## src/rtl/pool_ctrl.sv

```systemverilog
// Pooling-layer job controller.
// Streams one or more square feature-map channels out of a read RAM into an
// external 2x2 pooling unit, and writes the pooled results into a result RAM.
// A single FSM sequences IDLE -> RUN -> DRAIN -> DONE. A watchdog aborts the
// drain when the pooling unit stops producing results.
module pool_ctrl #(
  parameter int unsigned AW = 14
) (
  input  logic          clk,
  input  logic          rstn,
  input  logic          start,
  input  logic          mode,
  input  logic [3:0]    nch,
  input  logic          stall,
  output logic          rd_en,
  output logic [AW-1:0] rd_addr,
  input  logic [7:0]    rd_data,
  output logic          pool_state,
  output logic          pool_ivalid,
  output logic [7:0]    pool_din,
  input  logic          pool_ovalid,
  input  logic [7:0]    pool_dout,
  output logic          wr_en,
  output logic [AW-1:0] wr_addr,
  output logic [7:0]    wr_data,
  output logic          busy,
  output logic          done,
  output logic          err
);

  // Read counter covers 15 * 576 = 8640 reads, output counter 15 * 144 = 2160.
  localparam int unsigned RCW = 14;
  localparam int unsigned OCW = 12;
  // Idle DRAIN cycles tolerated before the job is declared stuck.
  localparam logic [4:0] WdLimit = 5'd30;

  typedef enum logic [1:0] {
    StIdle,
    StRun,
    StDrain,
    StDone
  } state_e;

  state_e         state_q;
  logic           mode_q;
  logic [3:0]     nch_q;
  logic [RCW-1:0] rd_cnt_q;
  logic [OCW-1:0] out_cnt_q;
  logic [4:0]     wd_cnt_q;
  logic           ivalid_q;
  logic           err_q;

  logic           in_job;
  logic [RCW-1:0] tot_rd;
  logic [OCW-1:0] tot_out;
  logic           last_rd;
  logic           last_out;

  // Job geometry derived from the channel count and map size latched at start.
  always_comb begin
    tot_rd   = RCW'(nch_q) * (mode_q ? RCW'(64) : RCW'(576));
    tot_out  = OCW'(nch_q) * (mode_q ? OCW'(16) : OCW'(144));
    last_rd  = (rd_cnt_q == tot_rd - RCW'(1));
    last_out = (out_cnt_q + OCW'(1) == tot_out);
  end

  // Strobes and status decoded from registered state; write path is
  // deliberately combinational so a pooled result lands in the same cycle.
  always_comb begin
    in_job      = (state_q == StRun) || (state_q == StDrain);
    rd_en       = (state_q == StRun) && !stall;
    rd_addr     = AW'(rd_cnt_q);
    pool_ivalid = ivalid_q;
    // RAM data is only meaningful the cycle after a read; hold 0 otherwise.
    pool_din    = ivalid_q ? rd_data : 8'h00;
    pool_state  = mode_q;
    wr_en       = in_job && pool_ovalid;
    wr_addr     = AW'(out_cnt_q);
    wr_data     = wr_en ? pool_dout : 8'h00;
    busy        = in_job;
    done        = (state_q == StDone);
    err         = err_q;
  end

  // Job sequencing, address/output counters and drain watchdog.
  always_ff @(posedge clk or negedge rstn) begin
    if (!rstn) begin
      state_q   <= StIdle;
      mode_q    <= 1'b0;
      nch_q     <= 4'd0;
      rd_cnt_q  <= '0;
      out_cnt_q <= '0;
      wd_cnt_q  <= '0;
      ivalid_q  <= 1'b0;
      err_q     <= 1'b0;
    end else begin
      ivalid_q <= rd_en;
      unique case (state_q)
        StIdle: begin
          if (start) begin
            mode_q    <= mode;
            nch_q     <= nch;
            err_q     <= 1'b0;
            rd_cnt_q  <= '0;
            out_cnt_q <= '0;
            wd_cnt_q  <= '0;
            state_q   <= (nch == 4'd0) ? StDone : StRun;
          end
        end
        StRun: begin
          if (rd_en) begin
            rd_cnt_q <= rd_cnt_q + RCW'(1);
            if (last_rd) begin
              wd_cnt_q <= '0;
              state_q  <= StDrain;
            end
          end
          if (pool_ovalid) begin
            out_cnt_q <= out_cnt_q + OCW'(1);
          end
        end
        StDrain: begin
          if (pool_ovalid) begin
            out_cnt_q <= out_cnt_q + OCW'(1);
            wd_cnt_q  <= '0;
            if (last_out) begin
              state_q <= StDone;
            end
          end else if (wd_cnt_q == WdLimit) begin
            err_q   <= 1'b1;
            state_q <= StDone;
          end else begin
            wd_cnt_q <= wd_cnt_q + 5'd1;
          end
        end
        StDone: begin
          state_q <= StIdle;
        end
        default: begin
          state_q <= StIdle;
        end
      endcase
    end
  end

endmodule
```

## config.mk

```make
export PLATFORM = sky130hd
export DESIGN_NAME = pool_ctrl
export DESIGN_NICKNAME = d
export VERILOG_FILES = /design/src/rtl/pool_ctrl.sv
export SDC_FILE = /design/constraint.sdc
export NUM_CORES = 1
export LEC_CHECK = 0
export ABC_AREA = 1
export CAP_MARGIN = 30
export CORE_ASPECT_RATIO = 2
export CORE_MARGIN = 4
export CORE_UTILIZATION = 55
export CTS_CLUSTER_DIAMETER = 60
export DETAILED_ROUTE_END_ITERATION = 16
export DONT_BUFFER_PORTS = 1
export HOLD_SLACK_MARGIN = 0.08
export PLACE_DENSITY = 0.67
export SYNTH_ARGS = -nofsm -noshare
export SYNTH_HDL_FRONTEND = slang
export SYNTH_SLANG_ARGS = --single-unit
export TNS_END_PERCENT = 100
```

## constraint.sdc

```tcl
create_clock -name clk -period 3.3 [get_ports clk]
set_input_delay 0.99 -clock clk [delete_from_list [all_inputs] [get_ports clk]]
set_output_delay 0.99 -clock clk [all_outputs]
set_load 0.005 [all_outputs]
```

==> out/qor.yml <==
status: "completed"
cts_resized: 0
cts_buffers: 5
start_kind: "flop"
layout_common_cells: "nand2_1 (124), inv_1 (89), nor2_1 (49), nand3_1 (40), dfrtp_1 (40)"
area_growth_pct: 5.74
ys_warn_count: 0
clock_latency_ns: 0.31
synth-adder-area-share_pct: 10.2
die_w_um: 60.9
worst_path_max_delay_cell: "dfrtp_1"
gr-usage-all-layers_pct: 23.7
m1WireLength_um: 2750
holdCritPathClass: "in2async"
antenna_cells: 0
h-tree-depth: 2
tns_ns: 0
seq_area_frac_synth_pct: 32.6
yosys_register_bits: 40
path_common_cell: "nand2_1"
powerDensity_nw_per_um2: 911
clkSlewWorstSetupHoldPaths_ns: 0.09
crit_chain: "inv_1 > nor2_1 > inv_1 > ha_1 > inv_1 > ha_1 > ha_1 > inv_1 > nand2_1 > nand2_1 > nand3_1 > nand2_1 > nand2_1 > nor2_1 > nand4_1 > a21oi_1 > nand2_2 > nand2_1 > nand2_1"
syn_inst: 460
synth_top_family_by_area: "simple AND/OR/NAND/NOR gates"
ant_nets: 0
cp.arrival_ns: 3.00
wl_um: 7630
rows: 38
crit_path_max_fanout: 4
dr_total_vias: 2865
final_common_cell: "nand2_1"
synth_compound_area_share_pct: 10.0
syn-mean-instance-area_um2: 6.68
top_layer_used: "met4"
met3WireLength_um: 513
start_util_pct: 56.7
fin_total_pwr_mw: 2.96
synth_mux_area_share_pct: 0
cp_top_family: "simple AND/OR/NAND/NOR gates"
cts_buffer_depth: 2
instances_no_fill: 526
ios: 77
fmax_mhz: 357
clkSinkCount: 40
drt_iter0_markers: 105
port-buffer-count: 0
grt_overflow_total: 0
min_period_ns: 2.80
synthXorXnorAreaFrac_pct: 1.99
antenna_found_initial: 0
gp_congestion: 0.886
fin_skew_ns: 0.0107
cts_tree: "built"
nets: 516
max_stage_delay_ns: 0.38
drv_slew: 0
synth_area_um2: 3070
p_leak_nw: 1.76
dp.cells: 518
cap_violations: 0
wl_met2_um: 4140
drc: 0
fill_cells: 538
viasPerCell: 5.45
cts_hold_buf: 0
grt_max_degree: 41
hold_violations: 0
finalCritPeriodShare_pct: 85.0
grt_pass1_vias: 2841
critPathCaptureType: "flop"
cts-root-buf: "clkbuf_8"
dpl_cell_area_um2: 3140
die_area_um2: 6920
core_region_area_um2: 5420
grt_pass1_wl_um: 12400
fin_hold_ws_ns: 0.368
peakVddDrop_mv: 0.548
finalSetupViolCount: 0
crit_buf_inv: 4
worstPathRequired_ns: 3.49
yosys.area_share.simple_pct: 33.2
drive_gt1_share_pct: 5.15
die_y_um: 114
wire_per_inst_um: 14.5
finish.instance_area_um2: 3250
dp_hpwl_um: 6220
crit_type: "reg2reg"
drt_pass1_iterations: 5
post_cts_buffers: 0
rsz0062_at_grt: "false"
yosysUniqueCellTypes: 32
==> cell type report <==
type	count	area, um^2	share of cell area (%)
clock inverter	3	42.5	1.31
inverter	90	338	10.4
clock buffer	5	68.8	2.12
sequential	40	1000	30.8
timing repair buffer	2	15.0	0.462
tap	60	75.1	2.31
multi-input combinational	326	1710	52.6
==> kinds of logic (layout without fill, tap and decap cells) <==
| kind of cell | after synthesis | after routing |
|---|---|---|
| simple gates | 240 | 240 |
| buf+inv | 95 | 100 |
| compound gates | 52 | 52 |
| flops | 40 | 40 |
| fa+ha+maj | 25 | 25 |
| xor+xnor | 7 | 7 |
| other cells | 1 | 2 |
==> worst paths after layout <==
path	start	to	slack [ns]	cells past startpoint
hold reg to reg	rd_addr[3]	rd_addr[3]	0.54	1
hold / removal	rstn	pool_ivalid	0.37	0
min in group clk	rd_addr[3]	rd_addr[3]	0.54	1
setup / recovery	nch_q[1]	state_q[0]	0.50	19
setup reg to reg	nch_q[1]	state_q[0]	0.50	19
max in group asynchronous	rstn	wd_cnt_q[4]	2.84	0
==> layer usage <==
metal	up-vias	GRT usage, %
met5	-	0
met2	94	43.4
met3	21	6.46
met4	0	9.99
met1	1291	23.8
li1	1459	-
==> flip-flops by register name (all words and copies together), names as in the netlist <==
name,flops
pool_state,1
nch_q,4
err,1
state_q,2
out_cnt_q,12
pool_ivalid,1
rd_addr,14
wd_cnt_q,5
==> Yosys cell counts (all sizes together) <==
cell / n / share of area [%]
nand2: 130 / 16
inv: 90 / 11
nor2: 54 / 7.2
dfrtp: 40 / 33
nand3: 40 / 6.5
o21ai: 27 / 4.5
ha: 25 / 10
a21oi: 12 / 2.0
xor2: 7 / 2.0
nand4: 5 / 1.0
nor3: 5 / 0.81
a221oi: 4 / 1.1
buf: 4 / 0.81
nand3b: 3 / 0.73
o22ai: 3 / 0.61
nor4: 2 / 0.41
a2111oi: 1 / 0.28
a32o: 1 / 0.33
and3: 1 / 0.20
clkbuf: 1 / 0.12
conb: 1 / 0.12
o211ai: 1 / 0.41
o21a: 1 / 0.24
o21bai: 1 / 0.24
o32ai: 1 / 0.28
==> power breakdown <==
part / internal, mW / leakage (nW) / total (mW) / switching, mW
registers: 0.630 / 0.538 / 0.844 / 0.214
logic: 0.623 / 1.16 / 1.71 / 1.08
clock network: 0.224 / 0.0541 / 0.411 / 0.187
total: 1.48 / 1.76 / 2.96 / 1.48
==> stage by stage <==
stage / util, % / setup slack, ns
detailed placement: 57.9 / 0.496
finish: 60.0 / 0.496
global placement: 57.9 / 0.592
floorplan: - / 0.813
global route: 60.0 / 0.170
CTS: 60.0 / 0.483
(Power assumes the default switching activity.)
